`src/rtl/control_unit.sv`:
```
// rtl/control_unit.sv - RV32I main decoder with branch resolution and sticky illegal flag
// Ports:
//   clk_i, rst_ni            clock and async active-low reset (sticky flag only)
//   instr_i                  instruction word
//   zero_i, lt_i, ltu_i      comparator flags, used only by branches
//   reg_write_o .. store_type_o  combinational datapath controls
//   illegal_o                current instruction not decodable
//   illegal_seen_o           sticky, set on a clock edge with illegal_o=1

package cpu_pkg;
    localparam logic [6:0] OP_LOAD   = 7'b0000011;
    localparam logic [6:0] OP_OPIMM  = 7'b0010011;
    localparam logic [6:0] OP_AUIPC  = 7'b0010111;
    localparam logic [6:0] OP_STORE  = 7'b0100011;
    localparam logic [6:0] OP_OP     = 7'b0110011;
    localparam logic [6:0] OP_LUI    = 7'b0110111;
    localparam logic [6:0] OP_BRANCH = 7'b1100011;
    localparam logic [6:0] OP_JALR   = 7'b1100111;
    localparam logic [6:0] OP_JAL    = 7'b1101111;

    localparam logic [2:0] F3_ADD  = 3'b000;
    localparam logic [2:0] F3_SLL  = 3'b001;
    localparam logic [2:0] F3_SLT  = 3'b010;
    localparam logic [2:0] F3_SLTU = 3'b011;
    localparam logic [2:0] F3_XOR  = 3'b100;
    localparam logic [2:0] F3_SR   = 3'b101;
    localparam logic [2:0] F3_OR   = 3'b110;
    localparam logic [2:0] F3_AND  = 3'b111;

    localparam logic [2:0] F3_BEQ  = 3'b000;
    localparam logic [2:0] F3_BNE  = 3'b001;
    localparam logic [2:0] F3_BLT  = 3'b100;
    localparam logic [2:0] F3_BGE  = 3'b101;
    localparam logic [2:0] F3_BLTU = 3'b110;
    localparam logic [2:0] F3_BGEU = 3'b111;

    typedef enum logic [2:0] {IMM_I, IMM_S, IMM_B, IMM_J, IMM_U} imm_src_t;
    typedef enum logic [1:0] {RES_ALU, RES_MEM, RES_PC4} result_src_t;
    typedef enum logic [3:0] {
        ALU_ADD, ALU_SUB, ALU_AND, ALU_OR, ALU_XOR,
        ALU_SLL, ALU_SRL, ALU_SRA, ALU_SLT, ALU_SLTU
    } alu_op_t;
    typedef enum logic [2:0] {LD_LB, LD_LH, LD_LW, LD_LBU, LD_LHU} load_type_t;
    typedef enum logic [1:0] {ST_SB, ST_SH, ST_SW} store_type_t;
endpackage

module control_unit
    import cpu_pkg::*;
(
    input  logic        clk_i,
    input  logic        rst_ni,
    input  logic [31:0] instr_i,
    input  logic        zero_i,
    input  logic        lt_i,
    input  logic        ltu_i,
    output logic        reg_write_o,
    output logic        alu_src_o,
    output logic        mem_write_o,
    output logic        pc_src_o,
    output imm_src_t    imm_src_o,
    output result_src_t result_src_o,
    output alu_op_t     alu_ctrl_o,
    output load_type_t  load_type_o,
    output store_type_t store_type_o,
    output logic        illegal_o,
    output logic        illegal_seen_o
);

    logic [6:0] opcode;
    logic [2:0] funct3;
    logic       bit30;

    assign opcode = instr_i[6:0];
    assign funct3 = instr_i[14:12];
    assign bit30  = instr_i[30];

    // Register/immediate fields are consumed by the datapath, not here.
    logic unused_fields;
    assign unused_fields = ^{instr_i[31], instr_i[29:15], instr_i[11:7]};

    // Shared R/I-type funct3 -> ALU op; sub_sra picks the alternate op
    // on the two funct3 values that have one.
    function automatic alu_op_t arith_op(input logic [2:0] f3, input logic sub_sra);
        alu_op_t op;
        case (f3)
            F3_ADD:  op = sub_sra ? ALU_SUB : ALU_ADD;
            F3_SLL:  op = ALU_SLL;
            F3_SLT:  op = ALU_SLT;
            F3_SLTU: op = ALU_SLTU;
            F3_XOR:  op = ALU_XOR;
            F3_SR:   op = sub_sra ? ALU_SRA : ALU_SRL;
            F3_OR:   op = ALU_OR;
            default: op = ALU_AND;
        endcase
        return op;
    endfunction

    always_comb begin
        reg_write_o  = 1'b0;
        alu_src_o    = 1'b0;
        mem_write_o  = 1'b0;
        pc_src_o     = 1'b0;
        imm_src_o    = IMM_I;
        result_src_o = RES_ALU;
        alu_ctrl_o   = ALU_ADD;
        load_type_o  = LD_LW;
        store_type_o = ST_SW;
        illegal_o    = 1'b1;

        case (opcode)
            OP_OP: begin
                reg_write_o = 1'b1;
                alu_ctrl_o  = arith_op(funct3, bit30);
                illegal_o   = 1'b0;
            end
            OP_OPIMM: begin
                reg_write_o = 1'b1;
                alu_src_o   = 1'b1;
                // bit30 is immediate data for ADDI; it only means SRA on shifts
                alu_ctrl_o  = arith_op(funct3, bit30 && (funct3 == F3_SR));
                illegal_o   = 1'b0;
            end
            OP_LOAD: begin
                if (funct3 inside {3'b000, 3'b001, 3'b010, 3'b100, 3'b101}) begin
                    reg_write_o  = 1'b1;
                    alu_src_o    = 1'b1;
                    result_src_o = RES_MEM;
                    illegal_o    = 1'b0;
                    case (funct3)
                        3'b000:  load_type_o = LD_LB;
                        3'b001:  load_type_o = LD_LH;
                        3'b100:  load_type_o = LD_LBU;
                        3'b101:  load_type_o = LD_LHU;
                        default: load_type_o = LD_LW;
                    endcase
                end
            end
            OP_STORE: begin
                if (funct3 inside {3'b000, 3'b001, 3'b010}) begin
                    mem_write_o = 1'b1;
                    alu_src_o   = 1'b1;
                    imm_src_o   = IMM_S;
                    illegal_o   = 1'b0;
                    case (funct3)
                        3'b000:  store_type_o = ST_SB;
                        3'b001:  store_type_o = ST_SH;
                        default: store_type_o = ST_SW;
                    endcase
                end
            end
            OP_BRANCH: begin
                imm_src_o = IMM_B;
                illegal_o = 1'b0;
                case (funct3)
                    F3_BEQ:  pc_src_o = zero_i;
                    F3_BNE:  pc_src_o = !zero_i;
                    F3_BLT:  pc_src_o = lt_i;
                    F3_BGE:  pc_src_o = !lt_i;
                    F3_BLTU: pc_src_o = ltu_i;
                    F3_BGEU: pc_src_o = !ltu_i;
                    default: illegal_o = 1'b1;
                endcase
            end
            OP_JAL: begin
                reg_write_o  = 1'b1;
                imm_src_o    = IMM_J;
                result_src_o = RES_PC4;
                pc_src_o     = 1'b1;
                illegal_o    = 1'b0;
            end
            OP_JALR: begin
                if (funct3 == 3'b000) begin
                    reg_write_o  = 1'b1;
                    alu_src_o    = 1'b1;
                    result_src_o = RES_PC4;
                    pc_src_o     = 1'b1;
                    illegal_o    = 1'b0;
                end
            end
            OP_LUI, OP_AUIPC: begin
                // Operand A (zero vs PC) is muxed in the datapath
                reg_write_o = 1'b1;
                alu_src_o   = 1'b1;
                imm_src_o   = IMM_U;
                illegal_o   = 1'b0;
            end
            default: ;
        endcase
    end

    always_ff @(posedge clk_i or negedge rst_ni) begin
        if (!rst_ni) begin
            illegal_seen_o <= 1'b0;
        end else if (illegal_o) begin
            illegal_seen_o <= 1'b1;
        end
    end

endmodule

```
`config.mk`:
```
export PLATFORM = sky130hd
export DESIGN_NAME = control_unit
export DESIGN_NICKNAME = d
export VERILOG_FILES = /design/src/rtl/control_unit.sv
export SDC_FILE = /design/constraint.sdc
export NUM_CORES = 1
export LEC_CHECK = 0
export BUFFER_PORTS_ARGS = -buffer_cell sky130_fd_sc_hd__buf_2
export CORE_MARGIN = 3
export CORE_UTILIZATION = 32
export DETAILED_ROUTE_END_ITERATION = 6
export PLACE_DENSITY_LB_ADDON = 0.2
export RECOVER_POWER = 100
export SYNTH_ARGS = -nofsm -noshare
export SYNTH_HDL_FRONTEND = slang
export SYNTH_SLANG_ARGS = --single-unit
```
`constraint.sdc`:
```
create_clock -name clk_i -period 1.2 [get_ports clk_i]
set_input_delay 0.06 -clock clk_i [delete_from_list [all_inputs] [get_ports clk_i]]
set_output_delay 0.06 -clock clk_i [all_outputs]
set_load 0.005 [all_outputs]
```
==> reports/results.tsv <==
stage	metric	value	unit
detailed_routing	viasPerCell	5.24	
sta	fmax	826	MHz
final_layout	syn_to_final_growth	94.4	%
critical_path	worstPathArrival	1150	ps
detailed_routing	dr.max_layer_used	met4	
placed_design	io_buffer_count	35	
cts	path_clk_slew	0	ps
final_layout	n_antenna_cell	0	
grt	antenna_found_initial	0	
logic_synthesis	synth.distinct_cells	39	
floorplanning	io_pins	57	
cts	clock_latency	0	ps
grt	grt_pass1_wl	2750	µm
detailed_routing	first_pass_iters	4	
logic_synthesis	ys_ff_latch	1	
critical_path	cp_data_required_time	1140	ps
final_layout	seqCellArea	25.0	µm²
detailed_routing	final_antenna_net_count	0	
worst_hold_path	hold_path_class	in2async	
floorplanning	die_width	44.4	µm
placed_design	gp_congestion	0.896	
logic_synthesis	yosysMostFrequentCell	nand2_1	
power_and_ir_drop	cellPowerDensity	272	nW/µm²
sta	finalSetupTns	-21.5	ps
logic_synthesis	syn_area_per_cell	6.84	µm²
final_layout	final_util	68.8	%
critical_path	start_kind	input port	
detailed_routing	wl_per_cell	12.7	µm
floorplanning	die_h	44.4	µm
sta	post-route-min-period	1210	ps
sta	setup_slack	-9.95	ps
final_layout	largest_register_ffs	1	
sta	slew_headroom	75.7	%
logic_synthesis	synth_commonest_cells	nand2_1, nor2_1, nor3_1, o21ai_0, xor2_1	
power_and_ir_drop	vdd_drop_max	0.000162	V
final_layout	top_regs	illegal_seen_o (1)	
floorplanning	rows	13	
final_layout	top_register	illegal_seen_o	
detailed_routing	drc	0	
placed_design	placed_area	771	µm²
floorplanning	start_util	35.4	%
final_layout	design_area	917	µm²
sta	fin_skew	0	ps
critical_path	end_kind	output port	
logic_synthesis	synth.cell_area	472	µm²
logic_synthesis	synthTopCellsByArea	xor2_1, dfrtp_1, nand2_1	
logic_synthesis	dominantRegCellSynth	dfrtp_1	
sta	drv_slew	0	
status	violations	negative setup slack	
final_layout	drive_gt1_share	56.7	%
logic_synthesis	yosysSeqAreaShare	5.31	%
sta	worstMarginPinSlew	359	ps
critical_path	crit_type	in2out	
detailed_routing	vias	707	
sta	rsz0062_at_grt	true	
detailed_routing	wl	1710	µm
placed_design	dpl.hpwl	1290	µm
detailed_routing	drt-met1-wl	677	µm
final_layout	multi_input_area	473	µm²
final_layout	fin_nets	159	
status	outcome	complete, but fails checks	
placed_design	place_inst	132	
grt	grt_overflow	0	
run	maxCapViolCount	0	
detailed_routing	wl_met3	95	µm
logic_synthesis	async_reset_ff_share	100	%
logic_synthesis	synth_top_cell_by_area	xor2_1	
sta	fin_crit_sh	101	%
logic_synthesis	synth_top_area_share	7.43	%
detailed_routing	routed-wl-met2	919	µm
grt	grtUsageTotal	17.7	%
floorplanning	core	1330	µm²
grt	grt_max_degree	14	
sta	finalHoldViolations	0	
power_and_ir_drop	power_leakage	0.444	nW
logic_synthesis	synthCells	69	
critical_path	cp_max_fo	4	
final_layout	final_cells	135	
floorplanning	die_area	1970	µm²
logic_synthesis	synth_edf_count	0	
sta	finalSetupViolations	3	
detailed_routing	drt_iter0_markers	12	
logic_synthesis	yosysWarnings	0	
grt	first_global_vias	661	
final_layout	num-fill-cells	120	
logic_synthesis	syn_nets	106	
==> power breakdown <==
part	leakage [nW]	internal [mW]	switching [mW]
logic	0.436	0.113	0.102
clock network	0	0	0
registers	0.00875	0.0343	0
total	0.444	0.147	0.102
==> path summary, 6_finish.rpt <==
kind / from / cells past startpoint / end / slack, ps
max reg2reg: illegal_seen_o / 1 / illegal_seen_o / 480
max in group asynchronous: rst_ni / 2 / illegal_seen_o / 750
max: instr_i[1] / 6 / alu_src_o / -10
min in group clk_i: illegal_seen_o / 1 / illegal_seen_o / 470
min: rst_ni / 2 / illegal_seen_o / 370
min reg2reg: illegal_seen_o / 1 / illegal_seen_o / 470
==> cell families (layout without fill, tap and decap cells) <==
family	after synthesis	count (layout)	synth area share [%]
xor+xnor	5	5	9.28
simple gates	36	36	46.7
mux	1	1	2.12
buf+inv	7	58	7.96
compound gates	19	19	28.6
flops	1	1	5.30
==> through the flow <==
step	worst slack (ps)	total power, mW	hold WS [ps]
floorplan	71.2	0.121	-236
global placement	-27.1	0.201	-166
detailed placement	-76.9	0.204	-164
CTS	-19.0	0.225	379
global route	-66.3	0.268	379
finish	-9.95	0.249	369
==> layer usage <==
metal,global-route usage [%],vias up
li1,-,358
met1,21.3,319
met2,36.3,28
met3,0,2
met4,0,0
met5,0,-
==> area by class of cell <==
cell class	count	share of cell area [%]
Inverter	2	0.819
Multi-Input combinational cell	61	51.6
Sequential cell	1	2.73
Tap cell	15	2.05
Timing Repair Buffer	56	42.8
==> worst max-delay path, cell delays in order <==
cell and delay, ps:
buf_6 100, and4bb_4 210, nand2_4 90, a211oi_2 60
or4_1 490, buf_2 140
==> cell usage in the layout (no fill, tap or decap), types with 2 or more instances in the layout <==
cell type	synthesis	routed
inv_1	2	2
nor2_1	5	4
nand2b_1	3	3
buf_6	1	6
buf_2	3	27
nand2_1	6	4
nand3_1	3	3
xor2_1	4	4
buf_8	0	3
o21ai_0	4	3
nor3_1	4	3
clkbuf_1	1	2
nand2_2	0	2
o21bai_1	2	2
a31oi_1	2	2
nor2b_1	2	2
a21o_1	2	2
buf_4	0	17
==> repair_timing <==
action                                 CTS  global route
gates cloned                             0             0
pin swaps                                6             5
buffers inserted                         0             2
hold buffers                             1             0
endpoints found under the hold margin    1             0
setup endpoints to repair                7            11
gates resized for setup                 12            14
Power figures use the tool's default switching activity.
